$ cat src/rtl/bombsquad_pkg.sv
// Shared game-state codes and timer FSM encoding for the bomb squad game.
// The RAM controller imports the same game-state constants from here.
package bombsquad_pkg;

  localparam int GS_W = 8;

  localparam logic [GS_W-1:0] GS_PLAY       = 8'h10;
  localparam logic [GS_W-1:0] GS_LEVEL_DONE = 8'h20;
  localparam logic [GS_W-1:0] GS_GAME_OVER  = 8'h30;

  typedef enum logic [2:0] {
    ST_IDLE,
    ST_LOAD,
    ST_RUN,
    ST_HOLD,
    ST_EXPIRED
  } state_t;

endpackage

$ cat src/rtl/second_tick_gen.sv
// One-second prescaler: pulses tick on every CLK_HZ-th enabled cycle.
// The clear input restarts the count so a fresh level gets a full first second.
module second_tick_gen #(
  parameter int unsigned CLK_HZ = 50000000
) (
  input  logic clk,
  input  logic reset,
  input  logic enable,
  input  logic clear,
  output logic tick
);

  localparam int unsigned CW = (CLK_HZ > 1) ? $clog2(CLK_HZ) : 1;
  localparam logic [CW-1:0] TERM = CW'(CLK_HZ - 1);

  logic [CW-1:0] cnt;

  always_ff @(posedge clk or negedge reset) begin
    if (!reset) begin
      cnt <= '0;
    end else if (clear) begin
      cnt <= '0;
    end else if (enable) begin
      cnt <= (cnt == TERM) ? '0 : cnt + 1'b1;
    end
  end

  assign tick = enable && !clear && (cnt == TERM);

endmodule

$ cat src/rtl/level_countdown_timer.sv
// Per-level bomb countdown: loads a level-dependent start time on play entry,
// counts down once per second, applies strike penalties and flags expiry.
module level_countdown_timer
  import bombsquad_pkg::*;
#(
  parameter int unsigned CLK_HZ          = 50000000,
  parameter int unsigned BASE_SECONDS    = 120,
  parameter int unsigned STEP_SECONDS    = 10,
  parameter int unsigned MIN_SECONDS     = 20,
  parameter int unsigned PENALTY_SECONDS = 15
) (
  input  logic            clk,
  input  logic            reset,
  input  logic [GS_W-1:0] cur_level,
  input  logic [GS_W-1:0] game_state,
  input  logic            strike,
  output logic [9:0]      time_left,
  output logic            running,
  output logic            tick,
  output logic            expired,
  output logic            boom,
  output state_t          fsm_state
);

  localparam logic [23:0] SPAN = 24'(BASE_SECONDS - MIN_SECONDS);
  localparam logic [10:0] PEN  = 11'(PENALTY_SECONDS);

  state_t          state, state_next;
  logic [GS_W-1:0] gs_q;
  logic [9:0]      time_next;
  logic            expired_next, boom_next;
  logic            sec_tick, play_entry, gs_over, gs_done;
  logic [23:0]     prod;
  logic [9:0]      start;
  logic [10:0]     dec;

  second_tick_gen #(.CLK_HZ(CLK_HZ)) u_tick (
    .clk    (clk),
    .reset  (reset),
    .enable (state == ST_RUN),
    .clear  (state == ST_LOAD),
    .tick   (sec_tick)
  );

  assign play_entry = (game_state == GS_PLAY) && (gs_q != GS_PLAY);
  assign gs_over    = (game_state == GS_GAME_OVER);
  assign gs_done    = (game_state == GS_LEVEL_DONE);

  // Product at wide width; clamp to the floor before subtracting so it never underflows.
  assign prod  = 24'(cur_level) * 24'(STEP_SECONDS);
  assign start = (prod >= SPAN) ? 10'(MIN_SECONDS) : 10'(24'(BASE_SECONDS) - prod);

  // Strike and tick in one cycle combine into a single saturating subtraction.
  assign dec = (strike ? PEN : 11'd0) + {10'd0, sec_tick};

  always_ff @(posedge clk or negedge reset) begin
    if (!reset) begin
      state     <= ST_IDLE;
      gs_q      <= '0;
      time_left <= '0;
      expired   <= 1'b0;
      boom      <= 1'b0;
    end else begin
      state     <= state_next;
      gs_q      <= game_state;
      time_left <= time_next;
      expired   <= expired_next;
      boom      <= boom_next;
    end
  end

  always_comb begin
    state_next   = state;
    time_next    = time_left;
    expired_next = expired;
    boom_next    = 1'b0;
    case (state)
      ST_IDLE: begin
        if (play_entry) state_next = ST_LOAD;
      end
      ST_LOAD: begin
        time_next    = start;
        expired_next = 1'b0;
        state_next   = ST_RUN;
      end
      ST_RUN: begin
        if (gs_over) begin
          state_next = ST_IDLE;
        end else if (gs_done) begin
          state_next = ST_HOLD;
        end else if (play_entry) begin
          state_next = ST_LOAD;
        end else if (dec != 11'd0) begin
          if (dec >= {1'b0, time_left}) begin
            time_next    = '0;
            expired_next = 1'b1;
            boom_next    = 1'b1;
            state_next   = ST_EXPIRED;
          end else begin
            time_next = time_left - dec[9:0];
          end
        end
      end
      ST_HOLD: begin
        if (gs_over)         state_next = ST_IDLE;
        else if (play_entry) state_next = ST_LOAD;
      end
      ST_EXPIRED: begin
        time_next = '0;
        if (gs_over)         state_next = ST_IDLE;
        else if (play_entry) state_next = ST_LOAD;
      end
      default: state_next = ST_IDLE;
    endcase
  end

  assign running   = (state == ST_RUN);
  assign tick      = sec_tick;
  assign fsm_state = state;

endmodule

$ cat config.mk
export PLATFORM = sky130hd
export DESIGN_NAME = level_countdown_timer
export DESIGN_NICKNAME = d
export VERILOG_FILES = /design/src/rtl/bombsquad_pkg.sv /design/src/rtl/second_tick_gen.sv /design/src/rtl/level_countdown_timer.sv
export SDC_FILE = /design/constraint.sdc
export NUM_CORES = 1
export LEC_CHECK = 0
export CORE_ASPECT_RATIO = 1.2
export CORE_MARGIN = 2
export CORE_UTILIZATION = 30
export DETAILED_ROUTE_END_ITERATION = 10
export PLACE_DENSITY_LB_ADDON = 0.08
export SLEW_MARGIN = 20
export SYNTH_ARGS = -nofsm -noshare
export SYNTH_HDL_FRONTEND = slang
export SYNTH_SLANG_ARGS = --single-unit
$ cat constraint.sdc
create_clock -name clk -period 3.41 [get_ports clk]
set_clock_uncertainty 0.15 [all_clocks]
set_input_delay 0.5115 -clock clk [delete_from_list [all_inputs] [get_ports clk]]
set_output_delay 0.5115 -clock clk [all_outputs]
set_load 0.02 [all_outputs]
# ---- Yosys cells after proc, flatten, opt, wreduce, memory -nomap -nowiden
# Cells that the tools add are included.
dict set report word_totals {
  regBits 49
  elab_cells 72
}
dict set report op_classes {
  add_sub_neg 4
  n_mul 1
  magnitude_cmp 2
  n_eq_ne 16
  muxes 31
  n_reduce_logical 12
}
# op n
set op_table {}
lappend op_table {{$mux 26} 3}
lappend op_table {{$mux 10} 6}
lappend op_table {{$pmux 10 s3} 1}
lappend op_table {{$add 26x1->26 const B} 1}
lappend op_table {{$eq 26x26->1 const B} 1}
lappend op_table {{$mux 3} 7}
lappend op_table {{$eq 8x6->1 const B} 2}
lappend op_table {{$ge 12x7->1 const B} 1}
lappend op_table {{$pmux 3 s4} 1}
lappend op_table {{$mul 8x3->11 const B} 1}
lappend op_table {{$mux 1} 11}
lappend op_table {{$reduce_bool 11->1} 1}
lappend op_table {{$ge 5x10->1} 1}
lappend op_table {{$ne 2x2->1 const B} 5}
lappend op_table {{$ne 5x5->1 const B} 2}
lappend op_table {{$sub 10x5->10} 1}
lappend op_table {{$sub 7x10->10 const A} 1}
lappend op_table {{$eq 8x5->1 const B} 1}
lappend op_table {{$ne 8x5->1 const B} 1}
lappend op_table {{$eq 3x2->1 const B} 2}
lappend op_table {{$reduce_and 6->1} 1}
lappend op_table {{$add 4x1->5} 1}
lappend op_table {{$reduce_and 5->1} 1}
lappend op_table {{$mux 4} 1}
lappend op_table {{other kinds (10)} 12}

# ---- Depth between registers and ports, before layout
dict set report depth {
  depth_word 12
  ltp_mapped 15
  mapped_depth_nobuf 15
}

# ---- Cells and area by module
# A second synthesis with hierarchy kept.
dict set report unflattened {
  hier_cells 391
  hier_area_um2 3514.6
}
# mod n_inst cells_per_inst area_per_inst_um2 seq_area_each_um2
set by_module_without_submodules {}
lappend by_module_without_submodules {level_countdown_timer 1 196 1846.8 575.6}
lappend by_module_without_submodules {second_tick_gen 1 195 1667.8 650.6}

# ---- Worst setup path before layout
# OpenSTA, ideal clock, no wires.
dict set report synth_timing {
  kind {reg2reg}
  startpoint {register state[0], in the netlist fsm_state[0]}
  endpoint {register time_left[7]}
  setup_time_ns 0.096
  arrival_ns 3.359
  t_required_ns 3.164
  path_slack_ns -0.195
  path_stages_with_launch 15
  n_path_buf 1
  synth_period_minus_slack_ns 3.605
  path_cell_list {dfrtp_1 > nand2b_1 > or2_2 > buf_4 > inv_1 > nand2_1 > ha_1 > ha_1 > fa_1 > nor2b_1 > o31a_1 > o21ai_4 > nor2_1 > nand3_1 > o31ai_1}
}
dict set report synth_between {
  elab_cells_between_ends 22
}
# item line
set synth_rtl {}
lappend synth_rtl {{start: declaration} level_countdown_timer.sv:28} ;# state_t state, state_next;
lappend synth_rtl {{start signal: assignment} level_countdown_timer.sv:64} ;# state <= state_next;
lappend synth_rtl {{$eq 3x2->1 *} -}
lappend synth_rtl {{via running} level_countdown_timer.sv:18} ;# output logic running,
lappend synth_rtl {{$logic_and 1x1->1 (2 in series)} second_tick_gen.sv:28} ;# assign tick = enable && !clear && (cnt == TERM);
lappend synth_rtl {{$add 4x1->5} level_countdown_timer.sv:54} ;# assign dec = (strike ? PEN : 11'd0) + {10'd0, sec_tick};
lappend synth_rtl {{$sub 10x5->10 or $ge 5x10->1 (tied branches)} {level_countdown_timer.sv:100, level_countdown_timer.sv:94}}
lappend synth_rtl {{$mux 10} level_countdown_timer.sv:94} ;# if (dec >= {1'b0, time_left}) begin
lappend synth_rtl {{$mux 10} level_countdown_timer.sv:93} ;# end else if (dec != 11'd0) begin
lappend synth_rtl {{$mux 10} level_countdown_timer.sv:91} ;# end else if (play_entry) begin
lappend synth_rtl {{$mux 10} level_countdown_timer.sv:89} ;# end else if (gs_done) begin
lappend synth_rtl {{$mux 10} level_countdown_timer.sv:87} ;# if (gs_over) begin
lappend synth_rtl {{$pmux 10 s3} level_countdown_timer.sv:77} ;# case (state)
lappend synth_rtl {{end signal: assignment} level_countdown_timer.sv:66} ;# time_left <= time_next;
lappend synth_rtl {{end: declaration} level_countdown_timer.sv:17} ;# output logic [9:0] time_left,
# The timed path passes the listed nets; every way through them passes the cells marked *. The select of a mux whose other input is x is not followed.
# A chain may end at the register's enable or synchronous reset.

# ---- Final worst setup path
dict set report layout_timing {
  startpoint {register u_tick.cnt[7]}
  endpoint {register state[2], in the netlist fsm_state[2]}
}
dict set report layout_between {
  elab_chain_len 6
  elab_cells_between_ends 8
}
# item line
set layout_lines {}
lappend layout_lines {{start: declaration} second_tick_gen.sv:16} ;# logic [CW-1:0] cnt;
lappend layout_lines {{start signal: assignment} second_tick_gen.sv:24} ;# cnt <= (cnt == TERM) ? '0 : cnt + 1'b1;
lappend layout_lines {{$eq 26x26->1 *} second_tick_gen.sv:28}
lappend layout_lines {{$logic_and 1x1->1 *} second_tick_gen.sv:28}
lappend layout_lines {{$add 4x1->5 *} level_countdown_timer.sv:54}
lappend layout_lines {{$ge 5x10->1 or $reduce_bool 11->1 (tied branches)} {level_countdown_timer.sv:94, level_countdown_timer.sv:93}}
lappend layout_lines {{$ne 5x5->1 (no line)} -}
lappend layout_lines {{$reduce_and 2->1 (no line) *} -}
# Mark *: on every way between the ends. The rest lies on a longest branch, timed or not.

==> impl_metrics.yaml <==
routing:
  drtIter0Drc: 93
  drc: 0
  wl_mm: 8.757
  viasPerCell: 5.015
  drt_pass1_iterations: 4
  wl_per_cell_um: 14.79
  via_count: 2969
  ant_nets: 0
logic_synthesis:
  synthCells: 365
  synth_nets: 409
  synthFlopType: "dfrtp_1"
  synth_cell_types: 58
  synth_xor_area_share_pct: 6.255
  synth_compound_area_share_pct: 15.58
  synth_seq_cells: 49
  synth_top_family_by_area: "simple AND/OR/NAND/NOR gates"
  synth_edf_count: 0
  synthAdderAreaFrac_pct: 10.18
  async_flop_share_pct: 100.0
  ys_warn_count: 0
  syn_area_per_cell_um2: 8.824
  syn-cell-area_um2: 3221
  synth-seq-area-share_pct: 38.07
  synthSimpleGateAreaFrac_pct: 25.72
  muxShareOfSynthArea_pct: 0.3497
power:
  ir_worst_vdd_v: 0.0002263
  seq_power_share_pct: 32.6
  swShare_pct: 31.71
  combPwrFrac_pct: 38.0
  p_switching_w: 0.0006314
  finalPower_w: 0.001991
  p_int_w: 0.001360
  p_clk_share_pct: 29.4
  leakagePower_nw: 1.951
  powerDensity_nw_per_um2: 434.3
floorplanning:
  start_util_pct: 30.77
  core-area_um2: 10470
  num_rows: 41
  die_height_um: 117.5
  die_area_um2: 11580
  io-pin-count: 36
  dieWidth_um: 98.59
min_path:
  hold_path_class: "in -> async"
clocking:
  clkSinkCount: 49
  clk_path_buf_depth: 2
  clk_pin_slew_ps: 70
  cts_max_level: 2
  cts_inserted_buffers: 5
  root_buffer: "clkbuf_16"
  worstSkewPairLatency_ps: 290
  tritoncts: "done"
worst_setup_path:
  setup.worst_path.end_class: "flop"
  reg2reg_from: "u_tick.cnt[7]$_DFFE_PN0P_"
  cp_slowest_cell: "dfrtp_1"
  worstSetupPathType: "reg -> reg"
  cp_max_fo: 4
  r2r_cells: 13
  reg2reg_slack_ps: 60
  crit_path_frequent_cell: "ha_4"
  arrival_ps: 3390
  crit_chain: "nor4bb_4, nand3_2, nor4_4, nand2_2, ha_4, ha_4, fa_2, nor2b_2, o31a_1, o21ai_4, and2b_1, nand3b_4, and3_1"
  timing.rr.end: "fsm_state[2]$_DFFE_PN0P_"
  slowest_delay_ps: 410
  start_kind: "flop"
  required_ps: 3450
timing:
  fin_crit_sh_pct: 98.31
  setup_viol: 0
  whs_ps: 155.0
  final-max-slew-violation-count: 0
  fin_ws_ps: 57.72
  hold_viol: 0
  fin_crit_ps: 3352
  rsz0062_at_grt: "yes"
  max_freq_mhz: 298.3
  worst_pin_slew_ps: 816.2
  slew_headroom_pct: 45.58
status:
  status: "finished, final reports clean"
cells_and_area:
  nNetsFinal: 506
  design_area_um2: 4586
  syn_to_final_growth_pct: 42.39
  antenna_cells: 0
  layout-drive-gt1-share_pct: 25.92
global_route:
  grt_pass1_vias: 3103
  grt_pass1_wl_mm: 14.77
  grtUsageTotal_pct: 15.73
  antenna_found_initial: 0
  grt_overflow: 0
  grt_max_degree: 36
job:
  maxCapViolCount: 0
place:
  portBuffers: 35
  dpl_cell_area_um2: 4138
  gp_congestion: 0.7796
  dpl.hpwl_mm: 6.734
  place_ws_ps: -257.6
==> cell families after synthesis <==
logic type	count (synthesis)
buffers and inverters	29
XOR/XNOR	23
flip-flops	49
AND/OR/NAND/NOR	157
adder cells (fa/ha/maj)	25
multiplexers	1
AO/OA/AOI/OAI	81
==> routing by layer <==
metal  vias to the layer above  GRT usage [%]  wire length, um
met5                         -              0                0
met4                         0          4.709              111
met3                         4          2.197              174
met2                        31          30.23             4753
met1                      1423          17.61             3717
li1                       1511              -                -
==> state kept, by name, indices dropped and copies added (netlist names) <==
register	flops
u_tick.cnt	26
time_left	10
gs_q	8
fsm_state	3
boom	1
expired	1
==> synth_stat cells (3+ instances only) <==
| cell type | n | share of area, % |
|---|---|---|
| dfrtp_1 | 49 | 38 |
| nor2_1 | 39 | 4.5 |
| nand2_1 | 29 | 3.4 |
| o21ai_0 | 27 | 4.2 |
| ha_1 | 23 | 8.9 |
| inv_1 | 20 | 2.3 |
| a21oi_1 | 18 | 2.8 |
| nand3_1 | 18 | 2.8 |
| nor3_1 | 13 | 2.0 |
| xor2_1 | 12 | 3.3 |
| xnor2_1 | 11 | 3.0 |
| nand4_1 | 9 | 1.7 |
| and3_1 | 7 | 1.4 |
| nor4_1 | 7 | 1.4 |
| a31oi_1 | 6 | 1.2 |
| nand2b_1 | 6 | 1.2 |
| o31ai_1 | 6 | 1.4 |
| or4_1 | 6 | 1.4 |
| o22ai_1 | 5 | 0.97 |
| or2_2 | 4 | 0.78 |
| buf_4 | 3 | 0.70 |
| clkbuf_1 | 3 | 0.35 |
| nor2b_1 | 3 | 0.58 |
==> power by group through the flow <==
stage	Clock [W]	Sequential, W	Combinational (W)
global route	0.000624	0.000653	0.000827
CTS	0.000605	0.000649	0.000721
finish	0.000586	0.000648	0.000757
floorplan	0	0.000679	0.000359
detailed placement	0	0.000654	0.000686
global placement	0	0.000653	0.000687
==> critical path, delay by kind of cell, from the launching register on <==
family / cells / cell delay [ps]
compound gates: 2 / 390
simple gates: 8 / 1570
fa+ha+maj: 3 / 740
flops: 1 / 410
==> final cells by class <==
class                   instances  area [um2]
flip-flops and latches         49        1227
clock inverters                 1       30.03
fillers                      1050        5879
clock buffers                   7       142.6
well taps                     129       161.4
repair buffers                 99       844.6
multi-input cells             287        2098
inverters                      20       81.33
==> placed cells by master, fill, tap and decap left out, drive strengths merged, types with 2 or more instances in the layout <==
| master | count |
|---|---|
| nand2 | 29 |
| inv | 19 |
| nor2b | 3 |
| a211oi | 2 |
| or4b | 2 |
| nor4bb | 2 |
| o31ai | 6 |
| clkbuf | 7 |
| or2 | 4 |
| dfrtp | 49 |
| xnor2 | 11 |
| or2b | 2 |
| nand3 | 18 |
| a21o | 2 |
| clkdlybuf4s50 | 34 |
| a21oi | 18 |
| xor2 | 12 |
| ha | 23 |
| nand4 | 9 |
| or4 | 7 |
| nor3 | 13 |
| buf | 65 |
| o22ai | 5 |
| nor2 | 39 |
| o21ai | 30 |
| o31a | 2 |
| a31oi | 6 |
| fa | 2 |
| nand2b | 6 |
| and3 | 8 |
| nor4 | 7 |
| or3 | 2 |
==> repair_timing <==
item,4_1_cts,5_1_grt
setup endpoints to repair,15,15
setup buffers,2,3
hold buffers,0,0
hold endpoints to repair,0,0
pin swaps,11,14
gates resized for setup,20,27
==> how the worst max path moves through the flow <==
stage                                     from                       end  cells past startpoint
detailed placement                cur_level[1]  time_left[1]$_DFFE_PN0P_                     11
floorplan             fsm_state[0]$_DFFE_PN0P_  fsm_state[1]$_DFFE_PN0P_                     15
finish               u_tick.cnt[7]$_DFFE_PN0P_  fsm_state[2]$_DFFE_PN0P_                     13
CTS                 u_tick.cnt[24]$_DFFE_PN0P_  fsm_state[2]$_DFFE_PN0P_                     13
global route        u_tick.cnt[25]$_DFFE_PN0P_  time_left[7]$_DFFE_PN0P_                     14
global placement                  cur_level[1]  time_left[3]$_DFFE_PN0P_                     11
==> through the flow <==
| step | utilization [%] | std cells | TNS, ps |
|---|---|---|---|
| after floorplan | - | 365 | 0 |
| after global placement | 39.54 | 579 | -1978 |
| after detailed placement | 39.54 | 579 | -2269 |
| after CTS | 42.26 | 589 | -19.35 |
| after global routing | 43.82 | 592 | -1258 |
| final | 43.82 | 592 | 0 |
No activity file was read; power rests on OpenSTA's default activity.
